**src/rtl/tdm_fir_bank_pkg.sv**
```systemverilog
`default_nettype none
// +--------------------------------------------------------------------------+
// | tdm_fir_pkg : FSM states, width helpers and output round/saturate        |
// | Rev 1.0                                                                  |
// +--------------------------------------------------------------------------+
package tdm_fir_pkg;

  typedef enum logic [2:0] {
    ST_CLR  = 3'd0,
    ST_IDLE = 3'd1,
    ST_MAC  = 3'd2,
    ST_RND  = 3'd3,
    ST_HOLD = 3'd4
  } state_e;

  function automatic int width_of(input int n);
    return (n <= 1) ? 1 : $clog2(n);
  endfunction

  function automatic int acc_width(input int data_w, input int coef_w, input int tap_cnt);
    return data_w + coef_w + $clog2(tap_cnt);
  endfunction

  // Round half up from Q(COEF_W-1), then clamp to the signed OUT_W range.
  function automatic logic signed [63:0] sat_round(input logic signed [63:0] acc,
                                                   input int coef_w, input int out_w);
    logic signed [63:0] y, hi, lo;
    y  = (acc + (64'sd1 <<< (coef_w - 2))) >>> (coef_w - 1);
    hi = (64'sd1 <<< (out_w - 1)) - 64'sd1;
    lo = -(64'sd1 <<< (out_w - 1));
    if (y > hi)      y = hi;
    else if (y < lo) y = lo;
    return y;
  endfunction

endpackage
`default_nettype wire

```
**src/rtl/tdm_fir_bank_if.sv**
```systemverilog
`default_nettype none
// +--------------------------------------------------------------------------+
// | tdm_fir_bank_if : sample, result and coefficient-load signals            |
// | Rev 1.0                                                                  |
// +--------------------------------------------------------------------------+
interface tdm_fir_bank_if #(
  parameter int DATA_W  = 16,
  parameter int COEF_W  = 16,
  parameter int TAP_CNT = 31,
  parameter int CH_CNT  = 4,
  parameter int GAIN_W  = 4
);
  localparam int CH_W  = tdm_fir_pkg::width_of(CH_CNT);
  localparam int TAP_W = tdm_fir_pkg::width_of(TAP_CNT);
  localparam int OUT_W = DATA_W + GAIN_W;

  logic                     in_valid;
  logic                     in_ready;
  logic [CH_W-1:0]          in_ch;
  logic signed [DATA_W-1:0] in_data;
  logic                     out_valid;
  logic                     out_ready;
  logic [CH_W-1:0]          out_ch;
  logic signed [OUT_W-1:0]  out_data;
  logic                     coef_we;
  logic [TAP_W-1:0]         coef_addr;
  logic signed [COEF_W-1:0] coef_data;
  logic                     coef_swap;
  logic                     err_ch;

  modport master (
    output in_valid, in_ch, in_data, out_ready, coef_we, coef_addr, coef_data, coef_swap,
    input  in_ready, out_valid, out_ch, out_data, err_ch
  );

  modport slave (
    input  in_valid, in_ch, in_data, out_ready, coef_we, coef_addr, coef_data, coef_swap,
    output in_ready, out_valid, out_ch, out_data, err_ch
  );
endinterface
`default_nettype wire

```
**src/rtl/tdm_fir_bank_mac.sv**
```systemverilog
`default_nettype none
// +--------------------------------------------------------------------------+
// | tdm_fir_mac : registered signed MAC with clear/enable and rounded output |
// | Rev 1.0                                                                  |
// +--------------------------------------------------------------------------+
module tdm_fir_mac
  import tdm_fir_pkg::*;
#(
  parameter int DATA_W = 16,
  parameter int COEF_W = 16,
  parameter int ACC_W  = 37,
  parameter int OUT_W  = 20
) (
  input  logic                     clk,
  input  logic                     rst,
  input  logic                     clr_i,
  input  logic                     en_i,
  input  logic signed [DATA_W-1:0] x_i,
  input  logic signed [COEF_W-1:0] c_i,
  output logic signed [OUT_W-1:0]  y_o
);
  logic signed [DATA_W+COEF_W-1:0] prod_d;
  logic signed [ACC_W-1:0]         acc_q;

  assign prod_d = x_i * c_i;

  always_ff @(posedge clk or posedge rst) begin
    if (rst) begin
      acc_q <= '0;
    end else if (clr_i) begin
      acc_q <= '0;
    end else if (en_i) begin
      acc_q <= acc_q + ACC_W'(prod_d);
    end
  end

  assign y_o = OUT_W'(sat_round(64'(acc_q), COEF_W, OUT_W));
endmodule
`default_nettype wire

```
**src/rtl/tdm_fir_bank.sv**
```systemverilog
`default_nettype none
// +--------------------------------------------------------------------------+
// | tdm_fir_bank : CH_CNT-channel FIR sharing one MAC, double-buffered coefs |
// | Rev 1.0                                                                  |
// +--------------------------------------------------------------------------+
module tdm_fir_bank
  import tdm_fir_pkg::*;
#(
  parameter int DATA_W  = 16,
  parameter int COEF_W  = 16,
  parameter int TAP_CNT = 31,
  parameter int CH_CNT  = 4,
  parameter int GAIN_W  = 4
) (
  input  logic           clk,
  input  logic           rst,
  tdm_fir_bank_if.slave  bus
);
  localparam int CH_W      = width_of(CH_CNT);
  localparam int TAP_W     = width_of(TAP_CNT);
  localparam int ACC_W     = acc_width(DATA_W, COEF_W, TAP_CNT);
  localparam int OUT_W     = DATA_W + GAIN_W;
  localparam int MEM_DEPTH = CH_CNT * TAP_CNT;
  localparam int MEM_W     = width_of(MEM_DEPTH);

  state_e                   state_q, state_d;
  logic [MEM_W-1:0]         clr_cnt_q;
  logic [TAP_W-1:0]         tap_q;
  logic [CH_W-1:0]          ch_q;
  logic [TAP_W-1:0]         head_q [CH_CNT];
  logic signed [COEF_W-1:0] shadow_q [TAP_CNT];
  logic signed [COEF_W-1:0] active_q [TAP_CNT];
  logic signed [DATA_W-1:0] hist_q [MEM_DEPTH];
  logic                     swap_pend_q, out_valid_q, err_ch_q;
  logic [CH_W-1:0]          out_ch_q;
  logic signed [OUT_W-1:0]  out_data_q;

  logic                     ch_ok_d, accept_d, drop_d, copy_d, mac_en_d, load_out_d, release_d;
  logic [TAP_W-1:0]         idx_d;
  logic [MEM_W-1:0]         rd_addr_d, wr_addr_d;
  logic                     mem_we_d;
  logic signed [DATA_W-1:0] mem_wdata_d;
  logic signed [OUT_W-1:0]  y_d;

  assign ch_ok_d = (int'(bus.in_ch) < CH_CNT);

  always_comb begin
    state_d    = state_q;
    accept_d   = 1'b0;
    drop_d     = 1'b0;
    copy_d     = 1'b0;
    mac_en_d   = 1'b0;
    load_out_d = 1'b0;
    release_d  = 1'b0;
    case (state_q)
      ST_CLR: begin
        if (clr_cnt_q == MEM_W'(MEM_DEPTH - 1)) state_d = ST_IDLE;
      end
      ST_IDLE: begin
        copy_d = swap_pend_q;
        if (bus.in_valid) begin
          if (ch_ok_d) begin
            accept_d = 1'b1;
            state_d  = ST_MAC;
          end else begin
            drop_d = 1'b1;
          end
        end
      end
      ST_MAC: begin
        mac_en_d = 1'b1;
        if (tap_q == TAP_W'(TAP_CNT - 1)) state_d = ST_RND;
      end
      ST_RND: begin
        load_out_d = 1'b1;
        state_d    = ST_HOLD;
      end
      ST_HOLD: begin
        if (bus.out_ready) begin
          release_d = 1'b1;
          state_d   = ST_IDLE;
        end
      end
      default: state_d = ST_CLR;
    endcase
  end

  // Tap k reads x[n-k], wrapping backwards through the channel's ring.
  always_comb begin
    if (head_q[ch_q] >= tap_q) idx_d = head_q[ch_q] - tap_q;
    else                       idx_d = TAP_W'(int'(head_q[ch_q]) + TAP_CNT - int'(tap_q));
    rd_addr_d   = MEM_W'(int'(ch_q) * TAP_CNT + int'(idx_d));
    mem_we_d    = (state_q == ST_CLR) || accept_d;
    wr_addr_d   = (state_q == ST_CLR) ? clr_cnt_q
                                      : MEM_W'(int'(bus.in_ch) * TAP_CNT + int'(head_q[bus.in_ch]));
    mem_wdata_d = (state_q == ST_CLR) ? '0 : bus.in_data;
  end

  always_ff @(posedge clk) begin
    if (mem_we_d) hist_q[wr_addr_d] <= mem_wdata_d;
  end

  always_ff @(posedge clk or posedge rst) begin
    if (rst) begin
      for (int i = 0; i < TAP_CNT; i++) begin
        shadow_q[i] <= '0;
        active_q[i] <= '0;
      end
    end else begin
      if (copy_d) begin
        for (int i = 0; i < TAP_CNT; i++) active_q[i] <= shadow_q[i];
      end
      if (bus.coef_we && (int'(bus.coef_addr) < TAP_CNT)) shadow_q[bus.coef_addr] <= bus.coef_data;
    end
  end

  always_ff @(posedge clk or posedge rst) begin
    if (rst) begin
      state_q     <= ST_CLR;
      clr_cnt_q   <= '0;
      tap_q       <= '0;
      ch_q        <= '0;
      swap_pend_q <= 1'b0;
      out_valid_q <= 1'b0;
      out_ch_q    <= '0;
      out_data_q  <= '0;
      err_ch_q    <= 1'b0;
      for (int c = 0; c < CH_CNT; c++) head_q[c] <= '0;
    end else begin
      state_q     <= state_d;
      clr_cnt_q   <= (state_q == ST_CLR) ? clr_cnt_q + 1'b1 : '0;
      err_ch_q    <= drop_d;
      swap_pend_q <= bus.coef_swap | (swap_pend_q & ~copy_d);
      if (accept_d) begin
        ch_q  <= bus.in_ch;
        tap_q <= '0;
      end else if (mac_en_d) begin
        tap_q <= tap_q + 1'b1;
      end
      if (load_out_d) begin
        out_valid_q  <= 1'b1;
        out_ch_q     <= ch_q;
        out_data_q   <= y_d;
        head_q[ch_q] <= (head_q[ch_q] == TAP_W'(TAP_CNT - 1)) ? '0 : head_q[ch_q] + 1'b1;
      end else if (release_d) begin
        out_valid_q <= 1'b0;
      end
    end
  end

  tdm_fir_mac #(
    .DATA_W (DATA_W),
    .COEF_W (COEF_W),
    .ACC_W  (ACC_W),
    .OUT_W  (OUT_W)
  ) u_mac (
    .clk   (clk),
    .rst   (rst),
    .clr_i (accept_d),
    .en_i  (mac_en_d),
    .x_i   (hist_q[rd_addr_d]),
    .c_i   (active_q[tap_q]),
    .y_o   (y_d)
  );

  assign bus.in_ready  = (state_q == ST_IDLE);
  assign bus.out_valid = out_valid_q;
  assign bus.out_ch    = out_ch_q;
  assign bus.out_data  = out_data_q;
  assign bus.err_ch    = err_ch_q;
endmodule
`default_nettype wire

```
**src/flat_wrapper.sv**
```systemverilog
// flat-port wrapper written by rule: the top's interface ports become plain ports
module tdm_fir_bank_flat import tdm_fir_pkg::*;
#(
  parameter int DATA_W  = 16,
  parameter int COEF_W  = 16,
  parameter int TAP_CNT = 31,
  parameter int CH_CNT  = 4,
  parameter int GAIN_W  = 4
)
  (clk, rst, bus_in_valid, bus_in_ch, bus_in_data, bus_out_ready, bus_coef_we, bus_coef_addr, bus_coef_data, bus_coef_swap, bus_in_ready, bus_out_valid, bus_out_ch, bus_out_data, bus_err_ch);
  tdm_fir_bank_if #(.DATA_W(DATA_W), .COEF_W(COEF_W), .TAP_CNT(TAP_CNT), .CH_CNT(CH_CNT), .GAIN_W(GAIN_W)) bus_i ();
  input  logic clk;
  input  logic rst;
  input wire logic [$bits(bus_i.in_valid)-1:0] bus_in_valid;
  input wire logic [$bits(bus_i.in_ch)-1:0] bus_in_ch;
  input wire logic [$bits(bus_i.in_data)-1:0] bus_in_data;
  input wire logic [$bits(bus_i.out_ready)-1:0] bus_out_ready;
  input wire logic [$bits(bus_i.coef_we)-1:0] bus_coef_we;
  input wire logic [$bits(bus_i.coef_addr)-1:0] bus_coef_addr;
  input wire logic [$bits(bus_i.coef_data)-1:0] bus_coef_data;
  input wire logic [$bits(bus_i.coef_swap)-1:0] bus_coef_swap;
  output wire logic [$bits(bus_i.in_ready)-1:0] bus_in_ready;
  output wire logic [$bits(bus_i.out_valid)-1:0] bus_out_valid;
  output wire logic [$bits(bus_i.out_ch)-1:0] bus_out_ch;
  output wire logic [$bits(bus_i.out_data)-1:0] bus_out_data;
  output wire logic [$bits(bus_i.err_ch)-1:0] bus_err_ch;
  assign bus_i.in_valid = bus_in_valid;
  assign bus_i.in_ch = bus_in_ch;
  assign bus_i.in_data = bus_in_data;
  assign bus_i.out_ready = bus_out_ready;
  assign bus_i.coef_we = bus_coef_we;
  assign bus_i.coef_addr = bus_coef_addr;
  assign bus_i.coef_data = bus_coef_data;
  assign bus_i.coef_swap = bus_coef_swap;
  assign bus_in_ready = bus_i.in_ready;
  assign bus_out_valid = bus_i.out_valid;
  assign bus_out_ch = bus_i.out_ch;
  assign bus_out_data = bus_i.out_data;
  assign bus_err_ch = bus_i.err_ch;
  tdm_fir_bank #(.DATA_W(DATA_W), .COEF_W(COEF_W), .TAP_CNT(TAP_CNT), .CH_CNT(CH_CNT), .GAIN_W(GAIN_W)) u_core (.clk(clk), .rst(rst), .bus(bus_i));
endmodule
```
**config.mk**
```make
export PLATFORM = sky130hd
export DESIGN_NAME = tdm_fir_bank_flat
export DESIGN_NICKNAME = d
export VERILOG_FILES = /design/src/rtl/tdm_fir_bank_pkg.sv /design/src/rtl/tdm_fir_bank_if.sv /design/src/rtl/tdm_fir_bank_mac.sv /design/src/rtl/tdm_fir_bank.sv /design/src/flat_wrapper.sv
export SDC_FILE = /design/constraint.sdc
export NUM_CORES = 2
export LEC_CHECK = 0
export CAP_MARGIN = 15
export CORE_UTILIZATION = 40
export DETAILED_ROUTE_END_ITERATION = 6
export GPL_TIMING_DRIVEN = 0
export PLACE_DENSITY_LB_ADDON = 0.2
export SYNTH_ARGS = -nofsm -noshare
export SYNTH_HDL_FRONTEND = slang
export SYNTH_SLANG_ARGS = --single-unit
```
**constraint.sdc**
```tcl
create_clock -name clk -period 32.1 [get_ports clk]
set_input_delay 3.21 -clock clk [delete_from_list [all_inputs] [get_ports clk]]
set_output_delay 3.21 -clock clk [all_outputs]
set_load 0.05 [all_outputs]
```
==> flow_summary.toml <==
[final_layout]
nNetsFinal = 8552
most-common-layout-cells = "edfxtp_1, dfrtp_1, mux2_2"
drive_gt1_frac = 0.341
syn_to_final_growth_pct = 16.0
mostFrequentLayoutCell = "edfxtp_1"
fillers = 28300

[cts]
cts_made_buffers = 335
clkSlewWorstSetupHoldPaths_ns = 0.06
clk_latency_ns = 0.95
postCtsSetupBuffers = 0
cts_num_sinks = 3074
cts_resized = 0
root_buffer = "clkbuf_16"
h-tree-depth = 5
hold_buffers = 0
tritoncts = "done"
cts_buffer_depth = 4

[sta]
rsz0062_at_grt = "no"
max_freq_mhz = 59.9
finClkSkew_ns = 0.0935
timing.final.crit_period_ns = 16.69
drv_slew = 0
slew_headroom = 0.0484
setup_viol = 0
tightest_slew_ns = 1.42
finalSetupTns_ns = 0
finalCritPeriodShare = 0.520
finalHoldViolations = 0

[drt]
num_vias = 72700
viasPerCell = 5.73
drt_iter0_drc = 7737
first_pass_iters = 5
wl_per_cell_um = 32.6
drc_errors = 0
totalWireLength_mm = 413
ant_nets = 0

[power]
power_mw = 8.34
powerDensity_nw_per_um2 = 53.4
p_leak_nw = 57.9
ir_drop_mv = 0.0413

[global_route]
grt_pass1_wl_mm = 581
grt_use_total = 0.244
antenna_found_initial = 28
grt_pass1_vias = 75300
grt_max_degree = 57
overflow = 0

[synth]
synth.distinct_cells = 74
muxShareOfSynthArea = 0.218
postSynthCellCount = 7427
yosys.area_share.simple = 0.0283
synth-compound-area-share = 0.0155
ys.flop_type = "edfxtp_1"
synth_top_family_by_area = "multiplexers"
postSynthAreaPerCell_um2 = 18.1
yosysSeqAreaShare = 0.645
yosysWarnings = 0
synth_fa_ha_area_frac = 0.0619
synth_xor_area_frac = 0.00493
syn_area_um2 = 135000
synthArstFlopShare = 0.355
syn_nets = 7939
synth-seq-cells = 3074
synth_enable_flop_cells = 1984

[critical_path]
worstRegToRegCells = 44
cp_data_arrival_time_ns = 17.44
cp_max_fo = 10
cp.required_ns = 32.85
cp_common_cell = "fa_1"
cp-end-kind = "register"
critical-path-slowest-cell = "clkbuf_2"
slowest_delay_ns = 0.86
critPathKind = "register to register"
start_kind = "register"

[floorplanning]
core_um2 = 334000
die-area_um2 = 339000
rows = 212
chipHeight_um = 582
initial_utilization = 0.403
num_io_pins = 70
die_x_um = 582

[run]
maxCapViolCount = 0

[run_status]
status = "complete, no violations"

[placed_design]
hpwlAfterDp_mm = 297
gp_congestion = 1.01
port_buffers = 64

[worst_hold_path]
hold_path.class = "register to register"
hold_depth = 1
==> worst max-delay path: cells and delay by family (launching register included) <==
family          cells  cell delay [ns]
simple gates        4             0.50
fa+ha+maj          11             5.06
compound gates     10             2.65
flops               1             0.46
buf+inv            15             5.60
mux                 4             2.21
==> metal layers <==
metal | routed length, µm | share of wire | global-route usage | up-vias
met5 | 42 | 0.00010 | 0 | -
met4 | 16900 | 0.041 | 0.0885 | 8
met3 | 32000 | 0.077 | 0.0494 | 710
met2 | 197000 | 0.48 | 0.395 | 2922
met1 | 168000 | 0.41 | 0.328 | 39700
li1 | - | - | - | 29400
==> cell type report <==
cell class                      instances  area, µm²  area share
Clock buffer                          458       9450      0.0605
Sequential cell                      3074      86900       0.556
Tap cell                             4387       5490      0.0352
Inverter                              371       1400     0.00894
Antenna cell                            5       12.5   0.0000801
Timing Repair Buffer                  276       4730      0.0303
Clock inverter                        143       1240     0.00796
Buffer                                410       2100      0.0135
Multi-Input combinational cell       3572      44800       0.287
==> logic make-up after synthesis <==
group,after synthesis
compound gates,333
mux,1857
fa+ha+maj,467
other cells,1
buf+inv,781
simple gates,840
flops,3074
xor+xnor,74
==> synthesized netlist by cell type, types with 7 or more instances <==
library cell  count  area share
edfxtp_1       1984        0.44
dfrtp_1        1090        0.20
mux2_2         1007       0.084
mux4_2          752        0.13
inv_1           367       0.010
fa_1            331       0.049
nor2_1          305      0.0085
nand2_1         271      0.0076
clkbuf_1        237      0.0066
ha_1            136       0.013
o21ai_0          88      0.0033
mux2i_1          85      0.0063
a21oi_1          70      0.0026
buf_2            69      0.0026
and2_1           54      0.0025
nor2b_1          46      0.0021
buf_4            43      0.0024
xnor2_1          38      0.0025
nand3_1          35      0.0013
or2_2            34      0.0016
xor2_1           34      0.0022
nand2b_1         31      0.0014
buf_6            30      0.0025
buf_1            26     0.00073
o211ai_1         26      0.0015
o21a_1           25      0.0014
a21o_1           19      0.0011
o22ai_1          19     0.00088
a211oi_1         17     0.00095
o21ai_1          16     0.00059
and3_1           12     0.00056
mux2i_4           9      0.0015
nand4_1           9     0.00042
o21bai_1          9     0.00050
nor3_1            8     0.00030
a22o_1            7     0.00046
and4_1            7     0.00046
or3_1             7     0.00033
==> per-stage QoR <==
step	hold WS, ns	cells	setup WS (ns)	instance area (µm²)	utilization
4_1_cts	0.462	12700	15.59	156000	0.467
3_5_place_dp	0.469	12100	15.62	145000	0.435
3_3_place_gp	0.463	11900	8.03	141000	0.421
5_1_grt	0.485	12700	14.89	156000	0.467
2_1_floorplan	0.441	7427	13.85	135000	-
6_report	0.467	12700	15.41	156000	0.467
==> where the power goes <==
part | internal (mW) | switching [mW]
combinational | 0.106 | 0.0844
clock | 2.20 | 1.59
sequential | 4.30 | 0.0572
total | 6.61 | 1.73
==> flip-flops by register name, summed over array words and instances (netlist names), 3 cells and up <==
signal               count
u_core.tap_q             5
u_core.hist_q         1984
u_core.u_mac.acc_q      37
u_core.shadow_q        496
u_core.clr_cnt_q         7
u_core.state_q           3
u_core.bus.out_data     20
u_core.head_q           20
u_core.active_q        496
==> worst paths after layout <==
kind	start	endpoint	slack (ns)
hold / removal	u_core.shadow_q[121]$_DFFE_PP0P_	u_core.active_q[121]$_DFFE_PP0P_	0.47
setup / recovery	u_core.tap_q[2]$_DFFE_PP0P_	u_core.u_mac.acc_q[36]$_DFFE_PP0P_	15.41
min in group asynchronous	rst	u_core.shadow_q[101]$_DFFE_PP0P_	2.88
max in group asynchronous	rst	u_core.shadow_q[461]$_DFFE_PP0P_	26.81
hold reg to reg	u_core.shadow_q[121]$_DFFE_PP0P_	u_core.active_q[121]$_DFFE_PP0P_	0.47
setup reg to reg	u_core.tap_q[2]$_DFFE_PP0P_	u_core.u_mac.acc_q[36]$_DFFE_PP0P_	15.41
Note: power is estimated with default switching activity, not from simulation.
